<file path="config.mk">
export PLATFORM = sky130hd
export DESIGN_NAME = rtc_bus_scheduler
export DESIGN_NICKNAME = d
export VERILOG_FILES = /design/src/rtl/rtc_bus_scheduler.sv
export SDC_FILE = /design/constraint.sdc
export NUM_CORES = 1
export LEC_CHECK = 0
export BUFFER_PORTS_ARGS = -buffer_cell sky130_fd_sc_hd__buf_2
export CAP_MARGIN = 30
export CORE_AREA = 2 2 61 74
export DETAILED_ROUTE_END_ITERATION = 10
export DIE_AREA = 0 0 63 76
export GPL_TIMING_DRIVEN = 0
export PLACE_DENSITY = 0.8
export SLEW_MARGIN = 15
export SYNTH_ARGS = -nofsm -noshare
export SYNTH_HDL_FRONTEND = slang
export SYNTH_SLANG_ARGS = --single-unit
</file>
<file path="constraint.sdc">
create_clock -name clk_i -period 2.5 [get_ports clk_i]
set_input_delay 0.375 -clock clk_i [delete_from_list [all_inputs] [get_ports clk_i]]
set_output_delay 0.375 -clock clk_i [all_outputs]
set_load 0.01 [all_outputs]
</file>
<file path="src/rtl/rtc_bus_scheduler.sv">
// RTC bus scheduler: serialises write and poll-read requests onto a multiplexed address/data RTC bus.
// Optional macro RTC_SCHED_RR_EN selects round-robin arbitration instead of fixed write priority.
module rtc_bus_scheduler #(
  parameter int PHASE_CYC = 4
) (
  input  logic       clk_i,
  input  logic       reset_i,
  input  logic       wr_req_i,
  input  logic [7:0] wr_addr_i,
  input  logic [7:0] wr_data_i,
  input  logic       rd_req_i,
  input  logic [7:0] rd_addr_i,
  input  logic [7:0] bus_in_i,
  output logic       gnt_wr_o,
  output logic       gnt_rd_o,
  output logic       done_o,
  output logic       busy_o,
  output logic [7:0] rd_data_o,
  output logic       cs_n_o,
  output logic       ad_o,
  output logic       wr_n_o,
  output logic       rd_n_o,
  output logic [7:0] bus_out_o,
  output logic       bus_oe_o,
  output logic [2:0] state_o
);

  // Handshake: wr_req_i/rd_req_i are levels held by the requester until done_o;
  // a request is accepted only in an IDLE cycle with done_o low, and accepted
  // requests get exactly one gnt_* pulse and exactly one done_o pulse.
  localparam logic [2:0] S_IDLE  = 3'd0;
  localparam logic [2:0] S_A_STB = 3'd1;
  localparam logic [2:0] S_A_HLD = 3'd2;
  localparam logic [2:0] S_D_STB = 3'd3;
  localparam logic [2:0] S_D_HLD = 3'd4;

  localparam logic [3:0] LAST_CNT = 4'(PHASE_CYC - 1);

  logic [2:0] state_q, state_d;
  logic [3:0] cnt_q, cnt_d;
  logic       is_wr_q, is_wr_d;
  logic [7:0] addr_q, addr_d;
  logic [7:0] data_q, data_d;
  logic       gnt_wr_q, gnt_wr_d;
  logic       gnt_rd_q, gnt_rd_d;
  logic       done_q, done_d;
  logic [7:0] rd_data_q, rd_data_d;
  logic       cs_n_q, cs_n_d;
  logic       ad_q, ad_d;
  logic       wr_n_q, wr_n_d;
  logic       rd_n_q, rd_n_d;
  logic [7:0] bus_out_q, bus_out_d;
  logic       bus_oe_q, bus_oe_d;
  logic       pick_wr;

`ifdef RTC_SCHED_RR_EN
  logic ptr_wr_q, ptr_wr_d;
  // ptr_wr_q set means a write wins a tie
  assign pick_wr = wr_req_i && (!rd_req_i || ptr_wr_q);
`else
  assign pick_wr = wr_req_i;
`endif

  always_comb begin
    state_d   = state_q;
    cnt_d     = cnt_q;
    is_wr_d   = is_wr_q;
    addr_d    = addr_q;
    data_d    = data_q;
    gnt_wr_d  = 1'b0;
    gnt_rd_d  = 1'b0;
    done_d    = 1'b0;
    rd_data_d = rd_data_q;
`ifdef RTC_SCHED_RR_EN
    ptr_wr_d  = ptr_wr_q;
`endif
    case (state_q)
      S_IDLE: begin
        if (!done_q && (wr_req_i || rd_req_i)) begin
          state_d  = S_A_STB;
          cnt_d    = 4'd0;
          is_wr_d  = pick_wr;
          addr_d   = pick_wr ? wr_addr_i : rd_addr_i;
          data_d   = wr_data_i;
          gnt_wr_d = pick_wr;
          gnt_rd_d = !pick_wr;
`ifdef RTC_SCHED_RR_EN
          ptr_wr_d = !pick_wr;
`endif
        end
      end
      default: begin
        if (cnt_q == LAST_CNT) begin
          cnt_d = 4'd0;
          case (state_q)
            S_A_STB: state_d = S_A_HLD;
            S_A_HLD: state_d = S_D_STB;
            S_D_STB: state_d = S_D_HLD;
            default: begin
              state_d = S_IDLE;
              done_d  = 1'b1;
            end
          endcase
        end else begin
          cnt_d = cnt_q + 4'd1;
        end
      end
    endcase
    // Poll value is taken on the last strobe cycle, when the RTC output is settled
    if (state_q == S_D_STB && cnt_q == LAST_CNT && !is_wr_q) begin
      rd_data_d = bus_in_i;
    end
  end

  // Strobes are decoded from the next state so they leave the flops glitch-free
  always_comb begin
    cs_n_d    = 1'b1;
    ad_d      = 1'b1;
    wr_n_d    = 1'b1;
    rd_n_d    = 1'b1;
    bus_oe_d  = 1'b0;
    bus_out_d = 8'h00;
    case (state_d)
      S_A_STB: begin
        cs_n_d    = 1'b0;
        ad_d      = 1'b0;
        wr_n_d    = 1'b0;
        bus_oe_d  = 1'b1;
        bus_out_d = addr_d;
      end
      S_A_HLD: begin
        bus_oe_d  = 1'b1;
        bus_out_d = addr_d;
      end
      S_D_STB: begin
        cs_n_d = 1'b0;
        if (is_wr_d) begin
          wr_n_d    = 1'b0;
          bus_oe_d  = 1'b1;
          bus_out_d = data_d;
        end else begin
          rd_n_d = 1'b0;
        end
      end
      S_D_HLD: begin
        if (is_wr_d) begin
          bus_oe_d  = 1'b1;
          bus_out_d = data_d;
        end
      end
      default: ;
    endcase
  end

  always_ff @(posedge clk_i) begin
    if (reset_i) begin
      state_q   <= S_IDLE;
      cnt_q     <= 4'd0;
      is_wr_q   <= 1'b0;
      addr_q    <= 8'h00;
      data_q    <= 8'h00;
      gnt_wr_q  <= 1'b0;
      gnt_rd_q  <= 1'b0;
      done_q    <= 1'b0;
      rd_data_q <= 8'h00;
      cs_n_q    <= 1'b1;
      ad_q      <= 1'b1;
      wr_n_q    <= 1'b1;
      rd_n_q    <= 1'b1;
      bus_out_q <= 8'h00;
      bus_oe_q  <= 1'b0;
`ifdef RTC_SCHED_RR_EN
      ptr_wr_q  <= 1'b1;
`endif
    end else begin
      state_q   <= state_d;
      cnt_q     <= cnt_d;
      is_wr_q   <= is_wr_d;
      addr_q    <= addr_d;
      data_q    <= data_d;
      gnt_wr_q  <= gnt_wr_d;
      gnt_rd_q  <= gnt_rd_d;
      done_q    <= done_d;
      rd_data_q <= rd_data_d;
      cs_n_q    <= cs_n_d;
      ad_q      <= ad_d;
      wr_n_q    <= wr_n_d;
      rd_n_q    <= rd_n_d;
      bus_out_q <= bus_out_d;
      bus_oe_q  <= bus_oe_d;
`ifdef RTC_SCHED_RR_EN
      ptr_wr_q  <= ptr_wr_d;
`endif
    end
  end

  assign gnt_wr_o  = gnt_wr_q;
  assign gnt_rd_o  = gnt_rd_q;
  assign done_o    = done_q;
  assign busy_o    = (state_q != S_IDLE);
  assign rd_data_o = rd_data_q;
  assign cs_n_o    = cs_n_q;
  assign ad_o      = ad_q;
  assign wr_n_o    = wr_n_q;
  assign rd_n_o    = rd_n_q;
  assign bus_out_o = bus_out_q;
  assign bus_oe_o  = bus_oe_q;
  assign state_o   = state_q;

endmodule

</file>
# Word level (Yosys, flattened, before mapping)
# Cells that the tools add are included.
[totals] reg_bits=48 inputBits=36 out_inout_bits=28 word_cells=68
[classes] addsub=1 n_eq_ne=9 mux=23 bitwise=4 n_reduce_logical=16
[ops] op="2-to-1 mux 8 bit" n=6
[ops] op="one-hot mux 8 bit (2 select lines)" n=1
[ops] op="== test 3 x 2 -> 1 bit (second input constant)" n=4
[ops] op="2-to-1 mux 4 bit" n=3
[ops] op="2-to-1 mux 3 bit" n=3
[ops] op="one-hot mux 3 bit (3 select lines)" n=1
[ops] op="OR reduction 3 bit" n=3
[ops] op="OR reduction 2 bit" n=4
[ops] op="2-to-1 mux 1 bit" n=7
[ops] op="== test 3 x 1 -> 1 bit (second input constant)" n=2
[ops] op="adder 4 x 1 -> 4 bit (second input constant)" n=1
[ops] op="== test 4 x 2 -> 1 bit (second input constant)" n=1
[ops] op="inverter 1 bit" n=4
[ops] op="one-hot mux 1 bit (2 select lines)" n=2
[ops] op="== test 3 bit (second input constant)" n=1
[ops] op="logical AND 1 bit" n=3
[ops] op="logical NOT 1 bit" n=3
[ops] op="logical NOT 3 bit" n=1
[ops] op="nonzero test 3 bit" n=1
[ops] op="!= test 2 bit (second input constant)" n=1
[ops] op="logical OR 1 bit" n=1

# Depth between registers and ports, before layout
[depth] word_depth=7 ltp_mapped=8

# Least setup slack after synthesis
# No wires, ideal clock.
[synth_path] path_kind="register to register" from="register state_q[0], in the netlist state_o[0]" to="register bus_out_q[0], in the netlist bus_out_o[0]" setup_ns=0.062 arrival_ns=1.822 required_time_ns=2.438 slack_ns=0.616 path_stages_with_launch=9 n_path_buf=3 synth_period_minus_slack_ns=1.884 cell_sequence="dfxtp_1 > buf_6 > nor2_4 > or4b_1 > clkbuf_1 > and2_4 > or3_1 > buf_6 > nor2_2"
[synth_between] elab_chain_cells=7 word_cells_on_any_way=19 classes_between="eq/ne: 7; mux: 9; reduce/logical: 3"
[synth_rtl] item="start, declared" line="39" rtl="logic [2:0] state_q, state_d;"
[synth_rtl] item="start signal, assigned" line="176" rtl="state_q <= state_d;"
[synth_rtl] item="== test 3 x 2 -> 1 bit or == test 3 x 1 -> 1 bit (tied branches)" line="95" rtl="case (state_q)"
[synth_rtl] item="one-hot mux 3 bit (3 select lines)" line="95"
[synth_rtl] item="2-to-1 mux 3 bit" line="93" rtl="if (cnt_q == LAST_CNT) begin"
[synth_rtl] item="2-to-1 mux 3 bit" line="77" rtl="case (state_q)"
[synth_rtl] item="== test 3 bit, or another cell as far along" line="123" rtl="case (state_d)"
[synth_rtl] item="OR reduction 2 bit (no source line)"
[synth_rtl] item="one-hot mux 8 bit (2 select lines) *" line="123"
[synth_rtl] item="end signal, assigned" line="189" rtl="bus_out_q <= bus_out_d;"
[synth_rtl] item="end, declared" line="52" rtl="logic [7:0] bus_out_q, bus_out_d;"
# Mark *: on every way between the ends. The rest lies on a longest branch, timed or not.
# A chain may end at the register's enable or synchronous reset.

# Worst setup path after layout
[layout_path] from="register cnt_q[0]" to="register rd_data_q[5], in the netlist rd_data_o[5]"
[layout_between] elab_chain_cells=3
[layout_rtl] item="start, declared" line="40" rtl="logic [3:0] cnt_q, cnt_d;"
[layout_rtl] item="start signal, assigned" line="177" rtl="cnt_q <= cnt_d;"
[layout_rtl] item="== test 4 x 2 -> 1 bit" line="110" rtl="if (state_q == S_D_STB && cnt_q == LAST_CNT && !is_wr_q) begin"
[layout_rtl] item="logical AND 1 bit (2 in a row)" line="110"
[layout_rtl] item="end signal, assigned" line="184" rtl="rd_data_q <= rd_data_d;"
[layout_rtl] item="end, declared" line="47" rtl="logic [7:0] rd_data_q, rd_data_d;"
# No other way between the ends.

==> metrics.md <==
| Metric | Value |
|---|---|
| Max-cap violations | 0 |
| Synth area leader | dfxtp_1 |
| Endpoints failing setup | 0 |
| Vias after detailed routing | 1,673 |
| Peak supply drop | 0.0004184 V |
| Synth Warn # | 0 |
| Overflow after GRT | 0 |
| Min-delay src | bus_in_i[6] |
| Flop-to-flop setup slack | 280 ps |
| FF-to-FF Start | cnt_q[0] |
| Fin area | 2455 um2 |
| H-tree level count | 2 |
| CTS Buffer Depth | 2 |
| Count of pins over their slew limit | 0 |
| Routed vias/inst | 5.085 |
| CP Data Arrival Time | 2400 ps |
| Hold_buf cts | 0 |
| Fin crit share | 88.84% |
| Setup Fix Bufs, Post-CTS | 0 |
| WL per Instance | 12.80 um |
| CTS tree | done |
| Mapped cell area | 1968 um2 |
| Yosys top cell area share | 48.82% |
| Ys flop type | dfxtp_1 |
| Psw | 0.3845 mW |
| CTS sink cnt | 48 |
| Outcome | finished clean |
| Post-route worst setup slack | 279.0 ps |
| Syn_nets | 239 |
| # DRC | 0 |
| Clk root buf | clkbuf_8 |
| Area after DPL | 2354 um2 |
| Element type at the critical path end | flip-flop |
| Core Area | 4131 um2 |
| Full die area | 4788 um2 |
| CP Max Fanout | 8 |
| First-pass GRT wire length | 7.369 mm |
| Clock Power Share | 30.9% |
| Layout cells sized above 1 | 34.43% |
| Switching Share | 25.17% |
| Minimum clock period | 2221 ps |
| RSZ-0062 raised after global routing | false |
| Power Dens Cells | 622.2 nW/um2 |
| Sequential share of the synthesized area | 48.82% |
| Cells after Synth | 202 |
| Syn_area_per_cell | 9.743 um2 |
| Register-to-Register Path Depth | 7 |
| Power Total | 1.527 mW |
| CTS clk-pin slew, worst paths | 80 ps |
| Vias in the first global route | 1,622 |
| Hold depth | 3 |
| Fmax achieved | 0.4502 GHz |
| Flop pwr share | 53.7% |
| Synth cell types | 38 |
| Top cells by area, synth | dfxtp_1 49%, mux2i_1 13%, nor2_1 6.5%, mux2_2 4.6%, o22a_1 3.6% |
| Combinational power share | 15.4% |
| All-layer global routing usage | 19.35% |
| Synth-to-layout area growth | 24.73% |
| Worst min path class | in2reg |
| Yosys reg bits | 48 |
| Largest net degree at the start of global routing | 15 |
| Die Ht | 76 um |
| Rel. slew slack | 61.85% |
| WS Path Type | reg2reg |
| Setup TNS | 0 ps |
| Drt pass-1 iters | 5 |
| Starting Density | 47.64% |
| Ys async rst share | 0% |
| Clock Skew | 3.815 ps |
| Final HPWL DP | 3.100 mm |
| Post-route antenna net violation count | 0 |
| Nets | 309 |
| Ant diodes | 0 |
| Final wirelength | 4.212 mm |
| Least-Margin Pin Slew | 567.9 ps |
| Site Rows | 26 |
| Final Hold Viols | 0 |
| Internal power | 1.143 mW |
| Leak pwr | 1.189 nW |
| Die span in x | 63 um |
| Worst skew pair latency | 300 ps |
| TritonCTS buffer count | 5 |
| Hold Crit Endpoint | rd_data_o[6] |
| # port buffers | 63 |
| Initial antenna violation count | 0 |
| I/O pins | 64 |
| Most common cell in the netlist | dfxtp_1 |
| CP Launch Type | flip-flop |
| EDFF count, synth | 0 |
| GP Congestion | 0.8330 |
| Post-Place Setup Slack | 209.9 ps |
| DRT iter0 DRCs | 74 |
| R2r endpoint | rd_data_o[5] |
| Post-synth top cells | 48 x dfxtp_1, 34 x nor2_1, 25 x mux2i_1 |
| CP required | 2680 ps |
repair_timing:
item	in CTS	in global routing
gates resized for setup	0	1
endpoints found under the setup margin	0	5
endpoints found under the hold margin	0	0
cells in the final DEF (no fill, tap or decap), types with 6 or more instances in the layout:
master    count
nand2_1       6
clkbuf_1     11
dfxtp_1      48
nor2_2        8
o22a_1        8
buf_2        65
a21oi_1       9
mux2i_1      25
mux2_2        8
clkbuf_8      6
nor2_1       34
layer usage:
metal | part of all wire (%) | track usage (%)
met4 | 2.0 | 7.333
met1 | 41 | 22.45
met3 | 4.9 | 4.727
met5 | 0 | 0
met2 | 52 | 33.94
critical path, stage by stage (launching register included):
cell      delay [ps]
dfxtp_1          370
ha_1             220
nor3b_2          460
nand3_1          150
or3_1            330
clkbuf_1         280
mux2i_1          230
nor2_1            60
area by class of cell:
type                    instances  area, um2
fillers                       395       1677
flip-flops and latches         48      960.9
multi-input cells             135      925.9
repair buffers                 63      315.3
clock buffers                   7      86.33
plain buffers                  15      73.82
well taps                      56      70.07
inverters                       4      15.01
clock inverters                 1      7.507
flip-flops by register name, summed over array words and instances, names as in the netlist, 3 cells and up:
| register | flops |
|---|---|
| addr_q | 8 |
| bus_out_o | 8 |
| cnt_q | 4 |
| data_q | 8 |
| rd_data_o | 8 |
| state_o | 3 |
through the flow:
step,std cells,hold WS (ps),utilization (%)
floorplan,202,460.3,-
global placement,321,471.9,56.97
detailed placement,321,478.8,56.97
CTS,329,292.4,59.24
global route,329,300.1,59.42
finish,329,300.9,59.42
power by group through the flow:
stage                     Sequential, mW  Combinational, mW  Clock [mW]
after floorplan                    0.846              0.150           0
after global placement             0.837              0.231           0
after detailed placement           0.838              0.236           0
after CTS                          0.820              0.237       0.492
after global routing               0.825              0.262       0.523
final                              0.820              0.235       0.472
worst max path at each step:
stage / start / to / slack [ps] / cells after the start
6_report: cnt_q[0] / rd_data_o[5] / 280 / 7
5_1_grt: cnt_q[0] / rd_data_o[0] / 90 / 7
4_1_cts: cnt_q[0] / bus_out_o[5] / 180 / 6
3_5_place_dp: cnt_q[0] / bus_out_o[5] / 210 / 6
3_3_place_gp: cnt_q[0] / bus_out_o[5] / 270 / 6
2_1_floorplan: state_o[0] / bus_out_o[0] / 620 / 8
cell families (layout without fill, tap and decap cells):
group | count (synthesis) | in the layout | share of synthesized area [%]
DFF | 48 | 48 | 48.82
muxes | 33 | 33 | 17.29
AOI/OAI and AO/OA | 27 | 27 | 9.472
adders and majority gates | 1 | 1 | 0.6356
buffers and inverters | 19 | 90 | 4.513
and+or+nand+nor | 74 | 74 | 19.26
(Power assumes the default switching activity.)
